==> src/rtl/cla_pipe_addsub.sv <==
`default_nettype none
// ============================================================================
// Module   : cla_pipe_addsub
// Purpose  : Pipelined carry-lookahead adder/subtractor with valid/ready
//            handshake on both sides, skewed across STAGES register stages.
//            Each stage resolves WIDTH/STAGES result bits as a chain of
//            GROUP-bit lookahead groups; the running carry, the finished low
//            sum bits and the not-yet-used operand bits travel down the pipe.
// Ports    : clk, rst_n (async active-low)
//            in_valid/in_ready, a, b, cin, sub  -- operand beat
//            out_valid/out_ready, s, cout, ovf, zero -- result beat
// Params   : WIDTH (multiple of GROUP), GROUP, STAGES (divides WIDTH/GROUP)
// Revision : 1.0 - initial release
// ============================================================================
module cla_pipe_addsub #(
  parameter int WIDTH  = 16,
  parameter int GROUP  = 4,
  parameter int STAGES = 2
) (
  input  logic             clk,
  input  logic             rst_n,
  input  logic             in_valid,
  output logic             in_ready,
  input  logic [WIDTH-1:0] a,
  input  logic [WIDTH-1:0] b,
  input  logic             cin,
  input  logic             sub,
  output logic             out_valid,
  input  logic             out_ready,
  output logic [WIDTH-1:0] s,
  output logic             cout,
  output logic             ovf,
  output logic             zero
);

  localparam int STAGE_BITS       = WIDTH / STAGES;
  localparam int GROUPS_PER_STAGE = STAGE_BITS / GROUP;

  // The whole pipe moves as one: it only stalls when the result register
  // holds a beat the consumer has not taken yet.
  logic advance;

  logic [STAGES-1:0]            valid_q, valid_d;
  logic [STAGES-1:0]            carry_q, carry_d;
  logic [STAGES-1:0][WIDTH-1:0] sum_q,   sum_d;
  logic [STAGES-1:0][WIDTH-1:0] a_q,     a_d;
  logic [STAGES-1:0][WIDTH-1:0] bb_q,    bb_d;
  logic                         ovf_q,   ovf_d;
  logic                         zero_q,  zero_d;

  // Flattened lookahead: every carry inside the group is a sum-of-products
  // of G/P and the group carry-in, with no ripple between bits.
  // Returned vector: [0] = carry-in, [i] = carry into bit i, [GROUP] = carry-out.
  function automatic logic [GROUP:0] group_carries(
    input logic [GROUP-1:0] g,
    input logic [GROUP-1:0] p,
    input logic             ci
  );
    logic [GROUP:0] c;
    logic           term;
    logic           pp;
    c    = '0;
    c[0] = ci;
    for (int i = 0; i < GROUP; i++) begin
      term = g[i];
      pp   = p[i];
      for (int j = i - 1; j >= 0; j--) begin
        term = term | (pp & g[j]);
        pp   = pp & p[j];
      end
      c[i+1] = term | (pp & ci);
    end
    return c;
  endfunction

  assign advance  = ~valid_q[STAGES-1] | out_ready;
  assign in_ready = advance;

  always_comb begin
    logic [WIDTH-1:0] cur_a;
    logic [WIDTH-1:0] cur_bb;
    logic [WIDTH-1:0] cur_sum;
    logic             cur_c;
    logic             cur_v;
    logic [WIDTH-1:0] stage_sum;
    logic [GROUP-1:0] g;
    logic [GROUP-1:0] p;
    logic [GROUP:0]   c;
    logic             c_run;
    logic             c_msb;
    int               base;

    valid_d = '0;
    carry_d = '0;
    sum_d   = '0;
    a_d     = '0;
    bb_d    = '0;
    ovf_d   = 1'b0;
    zero_d  = 1'b0;

    // Subtraction is a + ~b + 1, so condition the operands once at the input.
    cur_a     = a;
    cur_bb    = sub ? ~b : b;
    cur_c     = sub ? 1'b1 : cin;
    cur_sum   = '0;
    cur_v     = in_valid;
    stage_sum = '0;
    g         = '0;
    p         = '0;
    c         = '0;
    c_run     = 1'b0;
    c_msb     = 1'b0;
    base      = 0;

    for (int k = 0; k < STAGES; k++) begin
      stage_sum = cur_sum;
      c_run     = cur_c;
      for (int grp = 0; grp < GROUPS_PER_STAGE; grp++) begin
        base  = k * STAGE_BITS + grp * GROUP;
        g     = cur_a[base +: GROUP] & cur_bb[base +: GROUP];
        p     = cur_a[base +: GROUP] ^ cur_bb[base +: GROUP];
        c     = group_carries(g, p, c_run);
        stage_sum[base +: GROUP] = p ^ c[GROUP-1:0];
        c_msb = c[GROUP-1];
        c_run = c[GROUP];
      end

      valid_d[k] = cur_v;
      carry_d[k] = c_run;
      sum_d[k]   = stage_sum;
      a_d[k]     = cur_a;
      bb_d[k]    = cur_bb;

      // The top group lives in the last stage, so both carries needed for
      // signed overflow are available right here.
      if (k == STAGES - 1) begin
        ovf_d  = c_msb ^ c_run;
        zero_d = ~|stage_sum;
      end

      cur_a   = a_q[k];
      cur_bb  = bb_q[k];
      cur_sum = sum_q[k];
      cur_c   = carry_q[k];
      cur_v   = valid_q[k];
    end
  end

  always_ff @(posedge clk or negedge rst_n) begin
    if (!rst_n) begin
      valid_q <= '0;
      carry_q <= '0;
      sum_q   <= '0;
      a_q     <= '0;
      bb_q    <= '0;
      ovf_q   <= 1'b0;
      zero_q  <= 1'b0;
    end else if (advance) begin
      valid_q <= valid_d;
      carry_q <= carry_d;
      sum_q   <= sum_d;
      a_q     <= a_d;
      bb_q    <= bb_d;
      ovf_q   <= ovf_d;
      zero_q  <= zero_d;
    end
  end

  assign out_valid = valid_q[STAGES-1];
  assign s         = sum_q[STAGES-1];
  assign cout      = carry_q[STAGES-1];
  assign ovf       = ovf_q;
  assign zero      = zero_q;

endmodule
`default_nettype wire

==> config.mk <==
export PLATFORM = sky130hd
export DESIGN_NAME = cla_pipe_addsub
export DESIGN_NICKNAME = d
export VERILOG_FILES = /design/src/rtl/cla_pipe_addsub.sv
export SDC_FILE = /design/constraint.sdc
export NUM_CORES = 1
export LEC_CHECK = 0
export CAP_MARGIN = 20
export CORE_UTILIZATION = 35
export CTS_BUF_LIST = sky130_fd_sc_hd__clkbuf_16
export DETAILED_ROUTE_END_ITERATION = 12
export DONT_BUFFER_PORTS = 1
export PLACE_DENSITY_LB_ADDON = 0.3
export SYNTH_ARGS = -nofsm -noshare
export SYNTH_HDL_FRONTEND = slang
export SYNTH_SLANG_ARGS = --single-unit
==> constraint.sdc <==
create_clock -name clk -period 5.9 [get_ports clk]
set_input_delay 1.18 -clock clk [delete_from_list [all_inputs] [get_ports clk]]
set_output_delay 1.18 -clock clk [all_outputs]
set_load 0.02 [all_outputs]
==> flow_metrics.env, run 1 <==
export IMPL_grt_total_usage_pct=14.4
export IMPL_area_growth_pct=7.89
export IMPL_synth_distinct_cells=36
export IMPL_fraction_of_final_layout_cells_with_drive_strength_greater_than_1_pct=5.34
export IMPL_htree_levels=2
export IMPL_via_count=1660
export IMPL_tritoncts="done"
export IMPL_grt_overflow_total=0
export IMPL_die_h_um=86.3
export IMPL_topRoutingLayerUsed="met4"
export IMPL_power_density_nw_per_um2=390
export IMPL_asyncSetResetFlopFracSynth_pct=100
export IMPL_core_area_um2=6830
export IMPL_portBuffers=0
export IMPL_post_cts_resized=0
export IMPL_syn_mean_instance_area_um2=9.39
export IMPL_post_synth_main_area_contributors="sky130_fd_sc_hd__dfrtp_1 (46%), sky130_fd_sc_hd__nand2_1 (11%), sky130_fd_sc_hd__ha_1 (8.0%), sky130_fd_sc_hd__xor2_1 (4.9%), sky130_fd_sc_hd__xnor2_1 (4.2%)"
export IMPL_numClockSinks=46
export IMPL_antenna_found_initial=0
export IMPL_worst_path_max_fanout=46
export IMPL_crit_required_ps=4720
export IMPL_hold_viol=0
export IMPL_fin_crit_sh_pct=66.9
export IMPL_max_cap_violations=0
export IMPL_cts_hold_fix_buffers=0
export IMPL_crit_path_start_kind="input port"
export IMPL_antenna_cells_inserted=0
export IMPL_postLayoutCellArea_um2=2690
export IMPL_register_area_um2=1150
export IMPL_max_vdd_ir_drop_mv=0.154
export IMPL_fin_hold_ws_ps=460
export IMPL_post_dp_hpwl_mm=3.73
export IMPL_ctsRootBufferMaster="sky130_fd_sc_hd__clkbuf_16"
export IMPL_yosys_area_share_simple_pct=18.1
export IMPL_timing_final_setup_violations=0
export IMPL_netlist_area_leader_share_pct=46.3
export IMPL_worstSetupEndpointType="output pin"
export IMPL_relSlewSlack_pct=51.1
export IMPL_fillers=733
export IMPL_crit_path_top_delay_cell="sky130_fd_sc_hd__and2b_2"
export IMPL_design_die_area_um2=7450
export IMPL_routed_wl_met3_um=270
export IMPL_run_status="complete, no violations"
export IMPL_wl_met1_mm=2.29
export IMPL_arrival_ps=2770
export IMPL_critPathCapture="in_ready"
export IMPL_share_of_the_synthesized_area_in_compound_gates_ao_oa_aoi_oai_pct=10.2
export IMPL_crit_chain="and2b_2, inv_1, buf_4"
export IMPL_clock_path_buffers=2
export IMPL_met2_length_mm=2.37
export IMPL_finalWirelength_mm=4.98
export IMPL_detail_route_iter0_violations=50
export IMPL_ys_ff_latch=46
export IMPL_power_leakage_uw=0.00126
export IMPL_cp_num_cells=3
export IMPL_post_synth_top_count_cell="sky130_fd_sc_hd__nand2_1"
export IMPL_main_combinational_cell_family_by_area_after_synthesis="simple AND/OR/NAND/NOR gates"
export IMPL_post_cts_setup_buffer_count=0
export IMPL_grt_first_pass_wirelength_mm=8.21
export IMPL_avg_wl_per_cell_um=13.9
export IMPL_worst_skew_pair_late_latency_ps=280
export IMPL_post_route_drc_count=0
export IMPL_cp_slowest_stage_delay_ps=670
export IMPL_achievable_frequency_mhz=253
export IMPL_initial_utilization_pct=36.4
export IMPL_setup_cp_type="input port to output pin"
export IMPL_timing_rr_end="zero"
export IMPL_number_of_synthesized_flops_with_an_enable_pin=0
export IMPL_hp_start="valid_q[0]"
export IMPL_worst_hold_path_type="register to register"
export IMPL_fp_dieW_um=86.3
export IMPL_place_gp_congestion=0.762
export IMPL_detailed_place_area_um2=2550
export IMPL_yosysWarningCount=0
export IMPL_post_syn_area_um2=2490
export IMPL_fin_tns_setup_ps=0
export IMPL_final_max_slew_viol_count=0
export IMPL_synth_top_cells_by_count="sky130_fd_sc_hd__nand2_1 (76), sky130_fd_sc_hd__dfrtp_1 (46), sky130_fd_sc_hd__a21oi_1 (18)"
export IMPL_rows=30
export IMPL_r2r_start="a_d[24]"
export IMPL_clkSlewWorstSetupHoldPaths_ps=60
export IMPL_r2r_worst_path_cells=9
export IMPL_synthAdderAreaFrac_pct=11.3
export IMPL_first_drt_pass_iteration_count=4
export IMPL_regToRegSetupSlack_ps=3390
export IMPL_antenna_violating_nets_post_route=0
export IMPL_synth_flop_cell="sky130_fd_sc_hd__dfrtp_1"
export IMPL_grt_pass1_vias=1631
export IMPL_synth_yosys_seq_area_share_pct=46.3
export IMPL_synth_cells=265
export IMPL_synth_mux_area_fraction_pct=0.402
export IMPL_synth_largest_area_cell="sky130_fd_sc_hd__dfrtp_1"
export IMPL_finalClockSkew_ps=4.29
export IMPL_critical_path_n_buffers_inverters=2
export IMPL_critical_path_startpoint="out_ready"
export IMPL_xor_xnor_fraction_of_synth_area_pct=9.15
export IMPL_num_io_pins=59
export IMPL_cpLargestDelayFamily="buffers and inverters"
export IMPL_post_drt_via_cell_ratio=4.64
export IMPL_rsz0062_at_grt="false"
export IMPL_design_final_nets=319
export IMPL_finish_utilization_pct=39.3
export IMPL_multiInputGateArea_um2=1220
export IMPL_grt_start_max_net_pins=47
export IMPL_number_of_buffers_created_by_cts=5
export IMPL_period_minus_slack_ps=3950
export IMPL_synthesis_nets=323
export IMPL_max_slew_worst_pin_slew_ps=733
-- metrics by stage --
stage                     total power (uW)  worst slack [ps]  instances
after detailed placement               794              1880        350
final                                 1050              1950        358
after floorplan                        729              2600        265
after CTS                             1060              1880        358
after global placement                 789              1890        350
after global routing                  1120              1730        358
-- layout by cell type (no fill, tap or decap), drive strengths merged, types with 2 or more instances in the layout --
cell type and n:
a21oi 18, xnor2 12, o21ai 15, a21o 2, nor2 14, fa 4, clkinv 2, nand2 76
nand2b 2, xor2 14, dfrtp 46, clkbuf 5, nand4 4, inv 13, ha 16
-- cells by family (layout without fill, tap and decap cells) --
logic type / count (synthesis) / in the layout
and+or+nand+nor: 105 / 105
DFF: 46 / 46
AOI/OAI and AO/OA: 43 / 43
xor gates and xnor gates: 26 / 26
buffers and inverters: 24 / 21
adders and majority gates: 20 / 20
muxes: 1 / 1
-- cell type report --
cell class	instances	area share, %
Timing Repair Buffer	1	0.280
Sequential cell	46	42.9
Multi-Input combinational cell	195	45.6
Tap cell	96	4.47
Inverter	12	1.68
Clock buffer	5	4.66
Clock inverter	3	0.466
-- worst reg2reg max path, stage by stage (launching register included) --
cell and delay, ps:
sky130_fd_sc_hd__dfrtp_1 380, sky130_fd_sc_hd__ha_1 290, sky130_fd_sc_hd__a21o_1 200, sky130_fd_sc_hd__nand4_1 120
sky130_fd_sc_hd__o211ai_1 120, sky130_fd_sc_hd__fa_1 490, sky130_fd_sc_hd__nor4b_1 350, sky130_fd_sc_hd__nand4_1 150
sky130_fd_sc_hd__nor3_2 160, sky130_fd_sc_hd__a32o_1 180
-- report_power, final --
group / switching, uW / total, uW / leakage, uW / internal [uW]
Combinational: 144 / 253 / 0.000642 / 110
Clock: 111 / 264 / 0.0000724 / 153
Sequential: 127 / 529 / 0.000544 / 401
Total: 382 / 1050 / 0.00126 / 664
-- how the worst min path moves through the flow --
stage	slack, ps	end	depth (start not counted)
detailed placement	450	valid_q[0]	2
finish	460	valid_q[0]	2
CTS	460	valid_q[0]	2
global route	500	valid_q[0]	2
global placement	440	valid_q[0]	2
floorplan	430	valid_q[0]	2
-- sequential cells by signal (all words and copies together) (netlist names) --
name / count
s: 16
a_d: 8
bb_d: 8
sum_d: 8
carry_q: 2
valid_q: 2
ovf: 1
zero: 1
-- metal layers --
layer	track usage, %	vias up
met2	23.4	40
met4	4.09	0
li1	-	859
met1	18.5	757
met3	4.29	4
met5	0	-
Note: power is estimated with default switching activity, not from simulation.
==> inputs of run 2 (changes only) <==
==> constraint.sdc (replaced) <==
create_clock -name clk -period 3.4 [get_ports clk]
set_input_delay 0.68 -clock clk [delete_from_list [all_inputs] [get_ports clk]]
set_output_delay 0.68 -clock clk [all_outputs]
set_load 0.02 [all_outputs]
==> run 2 against run 1 <==
Net effect: first-iteration DRC count is 96% higher; clock skew shrank 0.97 ps; register-to-register slack got worse by 2400 ps; clock-buffer cell count unchanged; final cell count up 0.28%; die area stayed put; critical path depth rose by 6; routed wire length fell by 0.26%.
==> flow_metrics.env, run 2 (synthesized netlist as in run 1, its figures left out) <==
export IMPL_run_status="complete, no violations"
export IMPL_worstSetupEndpointType="register"
export IMPL_design_die_area_um2=7450
export IMPL_tritoncts="done"
export IMPL_cp_common_cell="sky130_fd_sc_hd__nand4_1"
export IMPL_arrival_ps=2640
export IMPL_period_minus_slack_ps=2420
export IMPL_htree_levels=2
export IMPL_largest_register_ffs=16
export IMPL_via_count=1711
export IMPL_grt_pass1_vias=1702
export IMPL_power_frac_clock_pct=25.0
export IMPL_fp_dieW_um=86.3
export IMPL_grt_overflow_total=0
export IMPL_clkSlewWorstSetupHoldPaths_ps=60
export IMPL_combPwrFrac_pct=24.2
export IMPL_max_slew_worst_pin_slew_ps=589
export IMPL_post_cts_setup_buffer_count=0
export IMPL_power_density_nw_per_um2=670
export IMPL_cts_hold_fix_buffers=0
export IMPL_worst_hold_path_type="input port to asynchronous set/reset pin"
export IMPL_cp_slowest_stage_delay_ps=470
export IMPL_antenna_violating_nets_post_route=0
export IMPL_post_dp_hpwl_mm=3.69
export IMPL_crit_required_ps=3620
export IMPL_avg_wl_per_cell_um=13.8
export IMPL_grt_start_max_net_pins=47
export IMPL_rsz0062_at_grt="false"
export IMPL_area_growth_pct=8.09
export IMPL_crit_path_top_delay_cell="sky130_fd_sc_hd__fa_1"
export IMPL_timing_final_setup_violations=0
export IMPL_achievable_frequency_mhz=413
export IMPL_post_route_drc_count=0
export IMPL_max_vdd_ir_drop_mv=0.241
export IMPL_crit_path_start_kind="register"
export IMPL_setup_cp_type="register to register"
export IMPL_seq_power_share_pct=50.8
export IMPL_worst_path_max_fanout=3
export IMPL_antenna_found_initial=1
export IMPL_fin_hold_ws_ps=90.8
export IMPL_hold_viol=0
export IMPL_die_h_um=86.3
export IMPL_final_max_slew_viol_count=0
export IMPL_portBuffers=0
export IMPL_fillers=726
export IMPL_fin_crit_sh_pct=71.2
export IMPL_post_cts_resized=0
export IMPL_clock_path_buffers=2
export IMPL_layout_cells_non_filler=359
export IMPL_mostFrequentLayoutCell="sky130_fd_sc_hd__nand2_1"
export IMPL_fin_tns_setup_ps=0
export IMPL_mostFrequentLayoutCells="sky130_fd_sc_hd__nand2_1 (76), sky130_fd_sc_hd__dfrtp_1 (46), sky130_fd_sc_hd__a21oi_1 (18)"
export IMPL_relSlewSlack_pct=60.7
export IMPL_num_io_pins=59
export IMPL_fraction_of_final_layout_cells_with_drive_strength_greater_than_1_pct=5.34
export IMPL_post_drt_via_cell_ratio=4.77
export IMPL_design_final_nets=320
export IMPL_rows=30
export IMPL_finalClockSkew_ps=3.32
export IMPL_grt_total_usage_pct=14.8
export IMPL_ctsRootBufferMaster="sky130_fd_sc_hd__clkbuf_16"
export IMPL_numClockSinks=46
export IMPL_number_of_buffers_created_by_cts=5
export IMPL_power_share_switching_pct=36.2
export IMPL_core_area_um2=6830
export IMPL_grt_first_pass_wirelength_mm=8.52
export IMPL_internal_power_uw=1150
export IMPL_worst_skew_pair_late_latency_ps=280
export IMPL_power_leakage_uw=0.00126
export IMPL_netSwitchingPower_uw=653
export IMPL_first_drt_pass_iteration_count=4
export IMPL_place_gp_congestion=0.708
export IMPL_detail_route_iter0_violations=98
export IMPL_finalWirelength_mm=4.96
export IMPL_initial_utilization_pct=36.4
export IMPL_crit_chain="ha_1, a21o_1, nand4_1, o211ai_1, fa_1, nor4b_1, nand4_1, nor3_2, a32o_1"
export IMPL_max_cap_violations=0
export IMPL_post_place_cells=351
run 2: cell types whose count changed in the layout (fill, tap and decap cells not counted):
cell / delta
sky130_fd_sc_hd__inv_1: +1
sky130_fd_sc_hd__clkinv_1: -1
sky130_fd_sc_hd__diode_2: +1
sky130_fd_sc_hd__clkinv_2: -1
sky130_fd_sc_hd__buf_4: +1
run 2: metal layers:
layer	track usage (%)	vias to the layer above	share of wire [%]
met5	0	-	0
met4	4.09	0	1.3
met3	4.10	5	4.8
met2	23.0	39	46
met1	20.2	804	48
li1	-	863	-
run 2: path summary, 6_finish.rpt:
kind	from	to	slack [ps]	cells after the start
worst max-delay path	a_d[24]	zero	980	9
worst max register to register	a_d[24]	zero	980	9
min in group clk	valid_q[0]	valid_q[0]	470	2
worst min-delay path	rst_n	a_d[27]	90	0
max in group asynchronous	rst_n	s[5]	3220	0
worst min register to register	valid_q[0]	valid_q[0]	470	2
run 2: final cells by class:
type / instances / area, um2 / share of cell area (%)
Antenna cell: 1 / 2.50 / 0.0930
Clock buffer: 5 / 125 / 4.65
Clock inverter: 2 / 7.51 / 0.279
Inverter: 12 / 45.0 / 1.67
Multi-Input combinational cell: 195 / 1220 / 45.5
Sequential cell: 46 / 1150 / 42.8
Tap cell: 96 / 120 / 4.47
Timing Repair Buffer: 2 / 15.0 / 0.558
run 2: critical path, delay by kind of cell, from the launching register on:
family	cells	cell delay (ps)
AOI/OAI and AO/OA	3	510
adders and majority gates	2	760
DFF	1	390
and+or+nand+nor	4	720
run 2: metrics by stage:
step | total power (uW) | util (%) | setup slack (ps) | area, um2
detailed placement | 1370 | 37.4 | 882 | 2550
finish | 1800 | 39.4 | 978 | 2690
global placement | 1370 | 37.4 | 916 | 2550
CTS | 1830 | 39.3 | 967 | 2690
global route | 1930 | 39.4 | 800 | 2690
floorplan | 1270 | - | 605 | 2490
run 2: power by group through the flow:
stage	combinational [uW]	clock (uW)	sequential, uW
5_1_grt	508	484	938
6_report	436	450	916
2_1_floorplan	372	0	893
3_3_place_gp	441	0	927
4_1_cts	444	465	921
3_5_place_dp	442	0	931
